File: config.mk
export PLATFORM = sky130hd
export DESIGN_NAME = xgmii_rx_align
export DESIGN_NICKNAME = d
export VERILOG_FILES = /design/src/rtl/xgmii_rx_align.sv
export SDC_FILE = /design/constraint.sdc
export NUM_CORES = 1
export LEC_CHECK = 0
export CAP_MARGIN = 15
export CORE_ASPECT_RATIO = 1.2
export CORE_MARGIN = 3
export CORE_UTILIZATION = 50
export DETAILED_ROUTE_END_ITERATION = 8
export GPL_ROUTABILITY_DRIVEN = 1
export PLACE_DENSITY = 0.86
export SYNTH_ARGS = -nofsm -noshare
export SYNTH_HDL_FRONTEND = slang
export SYNTH_SLANG_ARGS = --single-unit
File: constraint.sdc
create_clock -name xgmii_rx_clk -period 5.56 [get_ports xgmii_rx_clk]
set_input_delay 0.556 -clock xgmii_rx_clk [delete_from_list [all_inputs] [get_ports xgmii_rx_clk]]
set_output_delay 0.556 -clock xgmii_rx_clk [all_outputs]
set_load 0.03 [all_outputs]
File: src/rtl/xgmii_rx_align.sv
// XGMII receive lane aligner: moves a start character arriving in lane 4
// down to lane 0 so downstream logic only ever sees lane-0 starts.
// Define XGMII_RX_ALIGN_STATS_EN to build the statistics counters; without
// it the counter ports read zero and stats_clr is ignored.
module xgmii_rx_align #(
    parameter int unsigned PIPE_STAGES = 1,
    parameter int unsigned CNT_WIDTH   = 32
) (
    input  logic                 xgmii_rx_clk,
    input  logic                 sys_rst_n,
    input  logic [71:0]          xgmii_rxd,
    input  logic                 stats_clr,
    output logic [71:0]          dout,
    output logic                 dout_sof,
    output logic                 dout_eof,
    output logic                 shift_active,
    output logic                 ipg_err,
    output logic [CNT_WIDTH-1:0] frame_cnt,
    output logic [CNT_WIDTH-1:0] shift_cnt,
    output logic [CNT_WIDTH-1:0] err_cnt
);

    localparam logic [71:0] IDLE_WORD = 72'hff_0707070707070707;

    typedef enum logic [1:0] {PASS, SHIFT, DROP} state_t;

    state_t      state, nxt_state;
    logic [3:0]  held_ctrl, nxt_held_ctrl;
    logic [31:0] held_data, nxt_held_data;
    logic [7:0]  in_ctrl;
    logic [63:0] in_data;
    logic        is_idle, is_s0, is_s4, ipg_event;
    logic [71:0] nxt_word, shifted_word, flush_word;
    logic [71:0] align_word;
    // flag vector order: {ipg, shift, eof, sof}
    logic [3:0]  align_flags, out_flags;

    function automatic logic has_sof(input logic [71:0] w);
        return w[64] && (w[7:0] == 8'hfb);
    endfunction

    function automatic logic has_ctrl_byte(input logic [71:0] w, input logic [7:0] code);
        logic hit;
        hit = 1'b0;
        for (int unsigned k = 0; k < 8; k++) begin
            if (w[64+k] && (w[8*k +: 8] == code)) hit = 1'b1;
        end
        return hit;
    endfunction

    assign in_ctrl      = xgmii_rxd[71:64];
    assign in_data      = xgmii_rxd[63:0];
    assign is_idle      = (in_ctrl == 8'hff) && (in_data[7:0] == 8'h07);
    assign is_s0        = in_ctrl[0] && (in_data[7:0] == 8'hfb);
    assign is_s4        = in_ctrl[4] && (in_data[39:32] == 8'hfb) && !is_s0;
    assign shifted_word = {in_ctrl[3:0], held_ctrl, in_data[31:0], held_data};
    assign flush_word   = {4'hf, held_ctrl, 32'h07070707, held_data};

    // Next aligner state and the word it emits for the current input.
    always_comb begin
        nxt_state     = state;
        nxt_held_ctrl = held_ctrl;
        nxt_held_data = held_data;
        nxt_word      = xgmii_rxd;
        ipg_event     = 1'b0;
        case (state)
            PASS: begin
                if (is_s4) begin
                    nxt_held_ctrl = in_ctrl[7:4];
                    nxt_held_data = in_data[63:32];
                    nxt_word      = IDLE_WORD;
                    nxt_state     = SHIFT;
                end
            end
            SHIFT: begin
                if (is_idle) begin
                    nxt_word  = flush_word;
                    nxt_state = PASS;
                end else if (is_s0) begin
                    if (held_ctrl == 4'hf) begin
                        nxt_word  = xgmii_rxd;
                        nxt_state = PASS;
                    end else begin
                        nxt_word  = flush_word;
                        ipg_event = 1'b1;
                        nxt_state = DROP;
                    end
                end else begin
                    nxt_word      = shifted_word;
                    nxt_held_ctrl = in_ctrl[7:4];
                    nxt_held_data = in_data[63:32];
                end
            end
            DROP: begin
                nxt_word = IDLE_WORD;
                if (is_idle) nxt_state = PASS;
            end
            default: begin
                nxt_word  = IDLE_WORD;
                nxt_state = PASS;
            end
        endcase
    end

    // Aligner state, held half-word and the registered align stage.
    always_ff @(posedge xgmii_rx_clk or negedge sys_rst_n) begin
        if (!sys_rst_n) begin
            state       <= PASS;
            held_ctrl   <= '0;
            held_data   <= '0;
            align_word  <= IDLE_WORD;
            align_flags <= '0;
        end else begin
            state       <= nxt_state;
            held_ctrl   <= nxt_held_ctrl;
            held_data   <= nxt_held_data;
            align_word  <= nxt_word;
            align_flags <= {ipg_event, nxt_state == SHIFT,
                            has_ctrl_byte(nxt_word, 8'hfd), has_sof(nxt_word)};
        end
    end

    generate
        if (PIPE_STAGES == 0) begin : g_no_pipe
            assign dout      = align_word;
            assign out_flags = align_flags;
        end else begin : g_pipe
            logic [71:0] pipe_word  [PIPE_STAGES];
            logic [3:0]  pipe_flags [PIPE_STAGES];

            // Extra output stages; flags travel with their word.
            always_ff @(posedge xgmii_rx_clk or negedge sys_rst_n) begin
                if (!sys_rst_n) begin
                    for (int unsigned i = 0; i < PIPE_STAGES; i++) begin
                        pipe_word[i]  <= IDLE_WORD;
                        pipe_flags[i] <= '0;
                    end
                end else begin
                    pipe_word[0]  <= align_word;
                    pipe_flags[0] <= align_flags;
                    for (int unsigned i = 1; i < PIPE_STAGES; i++) begin
                        pipe_word[i]  <= pipe_word[i-1];
                        pipe_flags[i] <= pipe_flags[i-1];
                    end
                end
            end

            assign dout      = pipe_word[PIPE_STAGES-1];
            assign out_flags = pipe_flags[PIPE_STAGES-1];
        end
    endgenerate

    assign dout_sof     = out_flags[0];
    assign dout_eof     = out_flags[1];
    assign shift_active = out_flags[2];
    assign ipg_err      = out_flags[3];

`ifdef XGMII_RX_ALIGN_STATS_EN
    logic       shift_inc;
    logic [1:0] err_inc;

    // An S4 is accepted in PASS, or in SHIFT when it is not also an idle word.
    assign shift_inc = is_s4 && ((state == PASS) || ((state == SHIFT) && !is_idle));
    assign err_inc   = {1'b0, has_ctrl_byte(xgmii_rxd, 8'hfe)} + {1'b0, ipg_event};

    function automatic logic [CNT_WIDTH-1:0] sat_add(input logic [CNT_WIDTH-1:0] cnt,
                                                    input logic [1:0] inc);
        logic [CNT_WIDTH:0] sum;
        sum = {1'b0, cnt} + {{(CNT_WIDTH-1){1'b0}}, inc};
        return sum[CNT_WIDTH] ? '1 : sum[CNT_WIDTH-1:0];
    endfunction

    // Saturating statistics; clear wins over a same-cycle increment.
    always_ff @(posedge xgmii_rx_clk or negedge sys_rst_n) begin
        if (!sys_rst_n) begin
            frame_cnt <= '0;
            shift_cnt <= '0;
            err_cnt   <= '0;
        end else if (stats_clr) begin
            frame_cnt <= '0;
            shift_cnt <= '0;
            err_cnt   <= '0;
        end else begin
            frame_cnt <= sat_add(frame_cnt, {1'b0, dout_sof});
            shift_cnt <= sat_add(shift_cnt, {1'b0, shift_inc});
            err_cnt   <= sat_add(err_cnt, err_inc);
        end
    end
`else
    logic unused_stats_clr;
    assign unused_stats_clr = stats_clr;
    assign frame_cnt = '0;
    assign shift_cnt = '0;
    assign err_cnt   = '0;
`endif

endmodule

Word level (Yosys, flattened, before mapping)
Cells that the tools add are included.
{"block": "word_totals", "in_bits": 75, "regBits": 190, "output_inout_bits": 172, "elab_cells": 75}
{"block": "classes", "n_reduce_logical": 17, "n_eq_ne": 20, "mux": 31}
{"cell": "$mux 72", "count": 4}
{"cell": "$pmux 72 s2", "count": 1}
{"cell": "$eq 8x8->1 const B", "count": 12}
{"cell": "$mux 32", "count": 3}
{"cell": "$pmux 32 s2", "count": 1}
{"cell": "$logic_and 1x1->1", "count": 13}
{"cell": "$mux 1", "count": 12}
{"cell": "$mux 4", "count": 3}
{"cell": "$mux 2", "count": 5}
{"cell": "$eq 8x3->1 const B", "count": 1}
{"cell": "$pmux 4 s2", "count": 1}
{"cell": "$ne 2x2->1 const B", "count": 3}
{"cell": "$pmux 2 s3", "count": 1}
{"cell": "$eq 2x1->1 const B", "count": 2}
{"cell": "$eq 4x4->1 const B", "count": 1}
{"cell": "$reduce_and 4->1", "count": 1}
{"cell": "$eq 2x2->1 const B", "count": 1}
{"cell": "$logic_not 2->1", "count": 1}
{"cell": "$reduce_bool 2->1", "count": 1}
{"cell": "$logic_not 1->1", "count": 1}

Depth between registers and ports, before layout
Gate-level depths: netlist of the first run.
{"block": "depth", "word_depth": 16, "ltp_mapped": 11, "ltp_nobuf": 8}

Worst setup path before layout of the first run
No wires, ideal clock.
{"block": "synth_timing", "path_type": "input to register", "start": "input xgmii_rxd[38]", "end": "register align_flags[1]", "path_stages": 11, "arrival_ps": 2476, "setup_ps": 136, "n_path_buf": 3, "required_time_ps": 5424, "slack_ps": 2948, "cell_sequence": "inv_1 > or4_1 > buf_2 > o21a_1 > buf_6 > buf_8 > o211ai_2 > a222oi_1 > and4b_1 > a2111oi_2 > nand4bb_1"}
{"block": "synth_via", "elab_chain_cells": 15, "word_cells_on_any_way": 32, "cone_classes": "9 x eq/ne; 13 x mux; 10 x reduce/logical"}
{"element": "start, declared", "line": "11", "rtl": "input logic [71:0] xgmii_rxd,"}
{"element": "$eq 8x8->1", "line": "55", "rtl": "assign is_s4 = in_ctrl[4] && (in_data[39:32] == 8'hfb) && !is_s0;"}
{"element": "$logic_and 1x1->1 (2 in a row)", "line": "55"}
{"element": "$mux 72", "line": "68", "rtl": "if (is_s4) begin"}
{"element": "$pmux 72 s2 *", "line": "66", "rtl": "case (state)"}
{"element": "$eq 8x8->1", "line": "46", "rtl": "if (w[64+k] && (w[8*k +: 8] == code)) hit = 1'b1;"}
{"element": "$logic_and 1x1->1", "line": "46"}
{"element": "$mux 1 (7 in a row)", "line": "46"}
{"element": "$mux 1 *", "line": "46"}
{"element": "end signal, assigned", "line": "118", "rtl": "align_flags <= {ipg_event, nxt_state == SHIFT,"}
{"element": "end, declared", "line": "36", "rtl": "logic [3:0] align_flags, out_flags;"}
Every way passes the cells marked *; elsewhere a longest branch is shown, timed or not.
A chain may end at the register's enable or synchronous reset.

Worst setup path after layout of the first run
{"block": "layout_timing", "start": "input xgmii_rxd[4]", "end": "register align_flags[1]"}
{"block": "layout_via", "word_cells_on_any_way": 35, "cone_classes": "10 x eq/ne; 13 x mux; 12 x reduce/logical"}
{"element": "$eq 8x8->1", "line": "54", "rtl": "assign is_s0 = in_ctrl[0] && (in_data[7:0] == 8'hfb);"}
{"element": "$logic_and 1x1->1", "line": "54"}
{"element": "$logic_not 1->1", "line": "55"}
{"element": "$logic_and 1x1->1", "line": "55"}
{"element": "$mux 72", "line": "68"}
{"element": "$pmux 72 s2 *", "line": "66"}
{"element": "via nxt_word[13]", "line": "33", "rtl": "logic [71:0] nxt_word, shifted_word, flush_word;"}
{"element": "$eq 8x8->1 *", "line": "46"}
{"element": "$logic_and 1x1->1 *", "line": "46"}
{"element": "$mux 1 * (7 in a row)", "line": "46"}
Mark *: on every way through the listed nets, which the timed path passes. The rest lies on a longest branch.

==> results.cfg, run 1 <==
[worst_hold_path]
hp-class = in2async

[power_and_ir_drop]
leakage_nw = 4.178
ir_drop_mv = 0.3272
combPwrFrac_pct = 19.8
p_switching_mw = 1.097
p_clk_share_pct = 34.0
swShare_pct = 28.41
power-per-cell-area_nw_per_um2 = 400.0
seq_power_share_pct = 46.3
p_int_mw = 2.764

[sta]
tns_ns = 0
period_minus_slack_ns = 3.597
drv_slew = 0
rsz0062_at_grt = no
fin_skew_ns = 0.006115
relSlewSlack_pct = 29.42
worst_pin_slew_ns = 1.055
post-route-period-util_pct = 64.69
setup_violations = 0
max_freq_mhz = 278.0
hold_viol = 0

[global_routing]
grt_first_pass_wirelength_um = 27570
antenna_found_initial = 2
met1_usage_pct = 26.15
grt_pass1_vias = 4949
grt-ovfl-total = 0
grt-busiest-layer = met2
use_met2_pct = 35.70
grt_max_degree = 105
grt_use_total_pct = 21.86
use_met3_pct = 7.217

[synth]
ys_types = 73
async_flop_share_pct = 100.0
synth-compound-area-share_pct = 11.98
netlist_instances = 588
synth_mux_area_share_pct = 5.557
synth_xor_area_share_pct = 0
synth-seq-cells = 190
synthFlopType = dfrtp_1
yosys_warnings = 0
avgSynthCellArea_sq_um = 13.06
synthSimpleGateAreaFrac_pct = 7.725
synth-seq-area-share_pct = 62.97
synth_edf_count = 0
syn_area_sq_um = 7677
synth_fa_ha_area_share_pct = 0
synth_top_family_by_area = compound AO/OA/AOI/OAI gates

[cts]
cts-root-buf = clkbuf_16
cts_made_buffers = 17
clk_pin_slew_ns = 0.07
clockBufferDepth = 2
cts_setup_buffers = 0
cts_tree = built
cts-resized-gates = 0
clock_latency_ns = 0.44
h-tree-depth = 4
cts_num_sinks = 190
postCtsHoldBufs = 0

[worst_setup_path]
critPathLaunchType = primary input
cp-end-kind = flip-flop
crit_type = in2reg
critical_path_required_ns = 5.92
arrival_ns = 3.96
crit_fanout = 21

[floorplan]
io_pins = 247
die_h_um = 141.7
fp.dieW_um = 119.1
initial_core_util_pct = 51.11
core_sq_um = 15020
rows = 49
die_area_sq_um = 16880

[cells_and_area]
most-common-layout-cells = clkdlybuf4s50_1, dfrtp_1, conb_1
final_net_count = 814
final_common_cell = clkdlybuf4s50_1
drive_above_1_share_pct = 21.14
finish.utilization_pct = 64.27
areaGrowthSynthToFinish_pct = 25.75

[route]
first_iter_violations = 333
viasPerCell = 5.215
drc = 0
firstDrtPassIters = 8
wire_per_inst_um = 19.10
vias = 4991
ant_nets = 0
finalWirelength_um = 18280

[placement]
gp_routability_congestion = 0.9083
numPortBuffers = 149
dp_hpwl_um = 13170

[run_status]
status = finished clean

[run]
cap_violations = 0
layer usage:
| metal | part of all wire [%] | up-vias |
|---|---|---|
| li1 | - | 2202 |
| met1 | 39 | 2465 |
| met2 | 50 | 272 |
| met3 | 8.4 | 50 |
| met4 | 3.3 | 2 |
| met5 | 0.060 | - |
path summary, 6_finish.rpt:
path / start / endpoint / slack (ns) / cells past startpoint
max: xgmii_rxd[4] / align_flags[1]$_DFF_PN0_ / 1.96 / 9
min: sys_rst_n / align_word[27]$_DFF_PN0_ / 0.15 / 1
max reg2reg: state[0]$_DFF_PN0_ / held_data[9]$_DFFE_PN0P_ / 2.20 / 6
min reg2reg: align_word[59]$_DFF_PN0_ / dout[59]$_DFF_PN0_ / 0.35 / 0
max in group asynchronous: sys_rst_n / dout[65]$_DFF_PN1_ / 4.42 / 2
min in group xgmii_rx_clk: align_word[59]$_DFF_PN0_ / dout[59]$_DFF_PN0_ / 0.35 / 0
final cells by class:
class                   count  area [sq um]
flip-flops and latches    190          4835
diodes                      1         2.502
clock buffers              18         439.2
inverters                  15         56.30
repair buffers            155          1550
multi-input cells         360          2315
fillers                  1126          5366
clock inverters            14         201.4
well taps                 204         255.2
registers in the layout, indices dropped and copies added (netlist names):
signal and count:
align_flags 4, align_word 72, dout 72, g_pipe.pipe_flags 4, held_ctrl 4, held_data 32
state 2
critical path: stages:
cell and delay, ns:
clkdlybuf4s50_1 0.65, and4_1 0.37, and4_1 0.86, a21oi_1 0.08
a21oi_1 0.30, a21bo_2 0.26, nor4b_1 0.55, a2111oi_2 0.15
nand4bb_1 0.17
logic make-up (layout without fill, tap and decap cells):
family	count (synthesis)	count (layout)
flops	190	190
buf+inv	133	202
compound gates	119	119
simple gates	107	107
mux	38	38
other cells	1	97
metrics by stage:
stage                     power, mW  std cells  area, sq um  setup slack, ns  hold slack (ns)
after floorplan               2.307        683         8034            2.948           0.2604
after global placement        2.546        924         9011            1.578           0.3323
after detailed placement      2.571        924         9011            1.546           0.3347
after CTS                     3.885        956         9652            2.009           0.1883
after global routing          4.014        956         9652            1.846           0.2088
final                         3.862        957         9654            1.963           0.1515
power by group through the flow:
stage                     Sequential, mW  Combinational, mW  Clock, mW
after floorplan                     1.91              0.402          0
after global placement              1.80              0.746          0
after detailed placement            1.81              0.759          0
after CTS                           1.79              0.764       1.33
after global routing                1.81              0.809       1.39
final                               1.79              0.763       1.31
cells in the mapped netlist, drive strengths merged, types with 3 or more instances:
cell	count	share of area, %
nor2	18	0.98
a41oi	3	0.34
o21ai	19	1.3
and4b	4	0.52
nor4	3	0.33
and4	4	0.46
nand3	14	0.91
a32o	3	0.39
a22o	21	2.4
o22a	12	1.4
o22ai	9	0.73
o211ai	4	0.46
clkbuf	7	0.36
mux2	37	5.4
a221o	3	0.41
buf	111	11
a21o	4	0.39
dfrtp	126	41
inv	15	0.73
a21oi	15	1.1
dfstp	64	22
nand2	37	1.9
nand4	8	0.65
Note: power is estimated with default switching activity, not from simulation.
==> inputs of run 2 (changes only) <==
--- a/config.mk
+++ b/config.mk
@@ -8,10 +8,10 @@
 export CAP_MARGIN = 15
 export CORE_ASPECT_RATIO = 1.2
 export CORE_MARGIN = 3
-export CORE_UTILIZATION = 50
+export CORE_UTILIZATION = 42
 export DETAILED_ROUTE_END_ITERATION = 8
 export GPL_ROUTABILITY_DRIVEN = 1
-export PLACE_DENSITY = 0.86
+export PLACE_DENSITY = 0.77
 export SYNTH_ARGS = -nofsm -noshare
 export SYNTH_HDL_FRONTEND = slang
 export SYNTH_SLANG_ARGS = --single-unit
==> constraint.sdc (replaced) <==
create_clock -name xgmii_rx_clk -period 3.3 [get_ports xgmii_rx_clk]
set_input_delay 0.33 -clock xgmii_rx_clk [delete_from_list [all_inputs] [get_ports xgmii_rx_clk]]
set_output_delay 0.33 -clock xgmii_rx_clk [all_outputs]
set_load 0.03 [all_outputs]
==> results.cfg, run 2 (synthesized netlist as in run 1, its figures left out) <==
[run_status]
status = finished clean

[power_and_ir_drop]
ir_drop_mv = 0.2946
power-per-cell-area_nw_per_um2 = 633.7
seq_power_share_pct = 48.2
p_int_mw = 4.444
combPwrFrac_pct = 21.2
leakage_nw = 4.296
p_switching_mw = 1.812
swShare_pct = 28.96
p_clk_share_pct = 30.5

[cts]
cts-root-buf = clkbuf_16
cts_made_buffers = 17
cts_num_sinks = 190
clk_pin_slew_ns = 0.07
clock_latency_ns = 0.43
cts-resized-gates = 0
clockBufferDepth = 2
cts_setup_buffers = 0
h-tree-depth = 4
cts_tree = built
postCtsHoldBufs = 1

[placement]
dp_hpwl_um = 14610
numPortBuffers = 149
pre_cts_ws_ns = -0.1539
gp_routability_congestion = 0.8778

[worst_setup_path]
critPathLaunchType = primary input
rrSetupSlack_ns = 0.48
cp-end-kind = flip-flop
arrival_ns = 3.48
critical_path_required_ns = 3.67
crit_type = in2reg
reg2regPathDepth = 8
crit_fanout = 6
reg2reg_to = align_flags[1]$_DFF_PN0_
r2r-start = state[0]$_DFF_PN0_

[cells_and_area]
fillCellCount = 1441
final_common_cell = clkdlybuf4s50_1
final-seq-area_sq_um = 4835
final_net_count = 851
multi_input_area_sq_um = 2315
n_antenna_cell = 0
areaGrowthSynthToFinish_pct = 28.59
drive_above_1_share_pct = 24.21
most-common-layout-cells = clkdlybuf4s50_1, dfrtp_1, conb_1

[global_routing]
grt_use_total_pct = 19.80
grt_first_pass_wirelength_um = 29540
grt-ovfl-total = 0
grt_max_degree = 65
antenna_found_initial = 0
grt_pass1_vias = 5240

[floorplan]
fp.dieW_um = 129.4
core_sq_um = 17710
die_h_um = 154.1
rows = 53
initial_core_util_pct = 43.36
die_area_sq_um = 19940
io_pins = 247

[sta]
fin_skew_ns = 0.007823
max_freq_mhz = 321.2
hold_viol = 0
post-route-period-util_pct = 94.33
worst_pin_slew_ns = 0.8043
whs_ns = 0.3469
setup_slack_ns = 0.1871
setup_violations = 0
period_minus_slack_ns = 3.113
drv_slew = 0
rsz0062_at_grt = no
relSlewSlack_pct = 46.18

[run]
cap_violations = 0

[route]
firstDrtPassIters = 5
ant_nets = 0
vias = 5192
viasPerCell = 5.146
finalWirelength_um = 19390
drc = 0
first_iter_violations = 449
wire_per_inst_um = 19.22

[worst_hold_path]
hp-class = reg2reg
hold_end = dout[11]$_DFF_PN0_
hold_depth = 0
worstHoldStart = align_word[11]$_DFF_PN0_
## run 2: worst max-delay path, stage by stage
cell and delay (ns):
clkdlybuf4s50_1 0.52, nand4_1 0.15, or4_1 0.56, buf_4 0.18
o21ai_2 0.33, o21ai_0 0.19, a2111oi_0 0.59, buf_4 0.21
and4b_1 0.24, a2111oi_2 0.05, nand4bb_1 0.12
## run 2: routing by layer
| layer | global-route usage [%] | vias to the layer above | share of wire [%] |
|---|---|---|---|
| met5 | 0 | - | 0 |
| met2 | 32.98 | 273 | 50 |
| li1 | - | 2281 | - |
| met1 | 24.67 | 2596 | 40 |
| met3 | 5.490 | 42 | 7.0 |
| met4 | 7.129 | 0 | 2.4 |
## run 2: worst max path at each step
stage / start / to / slack, ns / depth (start not counted)
after floorplan: xgmii_rxd[38] / align_flags[1]$_DFF_PN0_ / 0.91 / 11
after global placement: xgmii_rxd[39] / align_flags[1]$_DFF_PN0_ / -0.12 / 11
after detailed placement: xgmii_rxd[39] / align_flags[1]$_DFF_PN0_ / -0.15 / 11
after global routing: xgmii_rxd[39] / align_flags[1]$_DFF_PN0_ / 0.04 / 11
final: xgmii_rxd[39] / align_flags[1]$_DFF_PN0_ / 0.19 / 11
after CTS: xgmii_rxd[39] / align_flags[1]$_DFF_PN0_ / 0.21 / 11
## run 2: final cells by class
| class | instances | share of cell area [%] |
|---|---|---|
| clock inverter | 10 | 0.9506 |
| inverter | 15 | 0.5703 |
| multi-input combinational | 360 | 23.45 |
| timing repair buffer | 192 | 18.67 |
| clock buffer | 22 | 4.601 |
| sequential | 190 | 48.97 |
| tap | 220 | 2.788 |
## run 2: power by group through the flow
stage	combinational (mW)	sequential (mW)	clock (mW)
2_1_floorplan	0.678	3.21	0
3_3_place_gp	1.30	3.04	0
3_5_place_dp	1.32	3.06	0
4_1_cts	1.33	3.02	1.95
5_1_grt	1.41	3.07	2.04
6_report	1.33	3.02	1.91
## run 2: through the flow
step	utilization (%)	power, mW	setup TNS, ns	std cells	area, sq um
after floorplan	-	3.887	0	683	8034
after detailed placement	52.60	4.379	-0.1539	976	9314
after global routing	55.76	6.527	0	1009	9872
final	55.76	6.256	0	1009	9872
after CTS	55.76	6.303	0	1009	9872
after global placement	52.60	4.343	-0.1211	976	9314
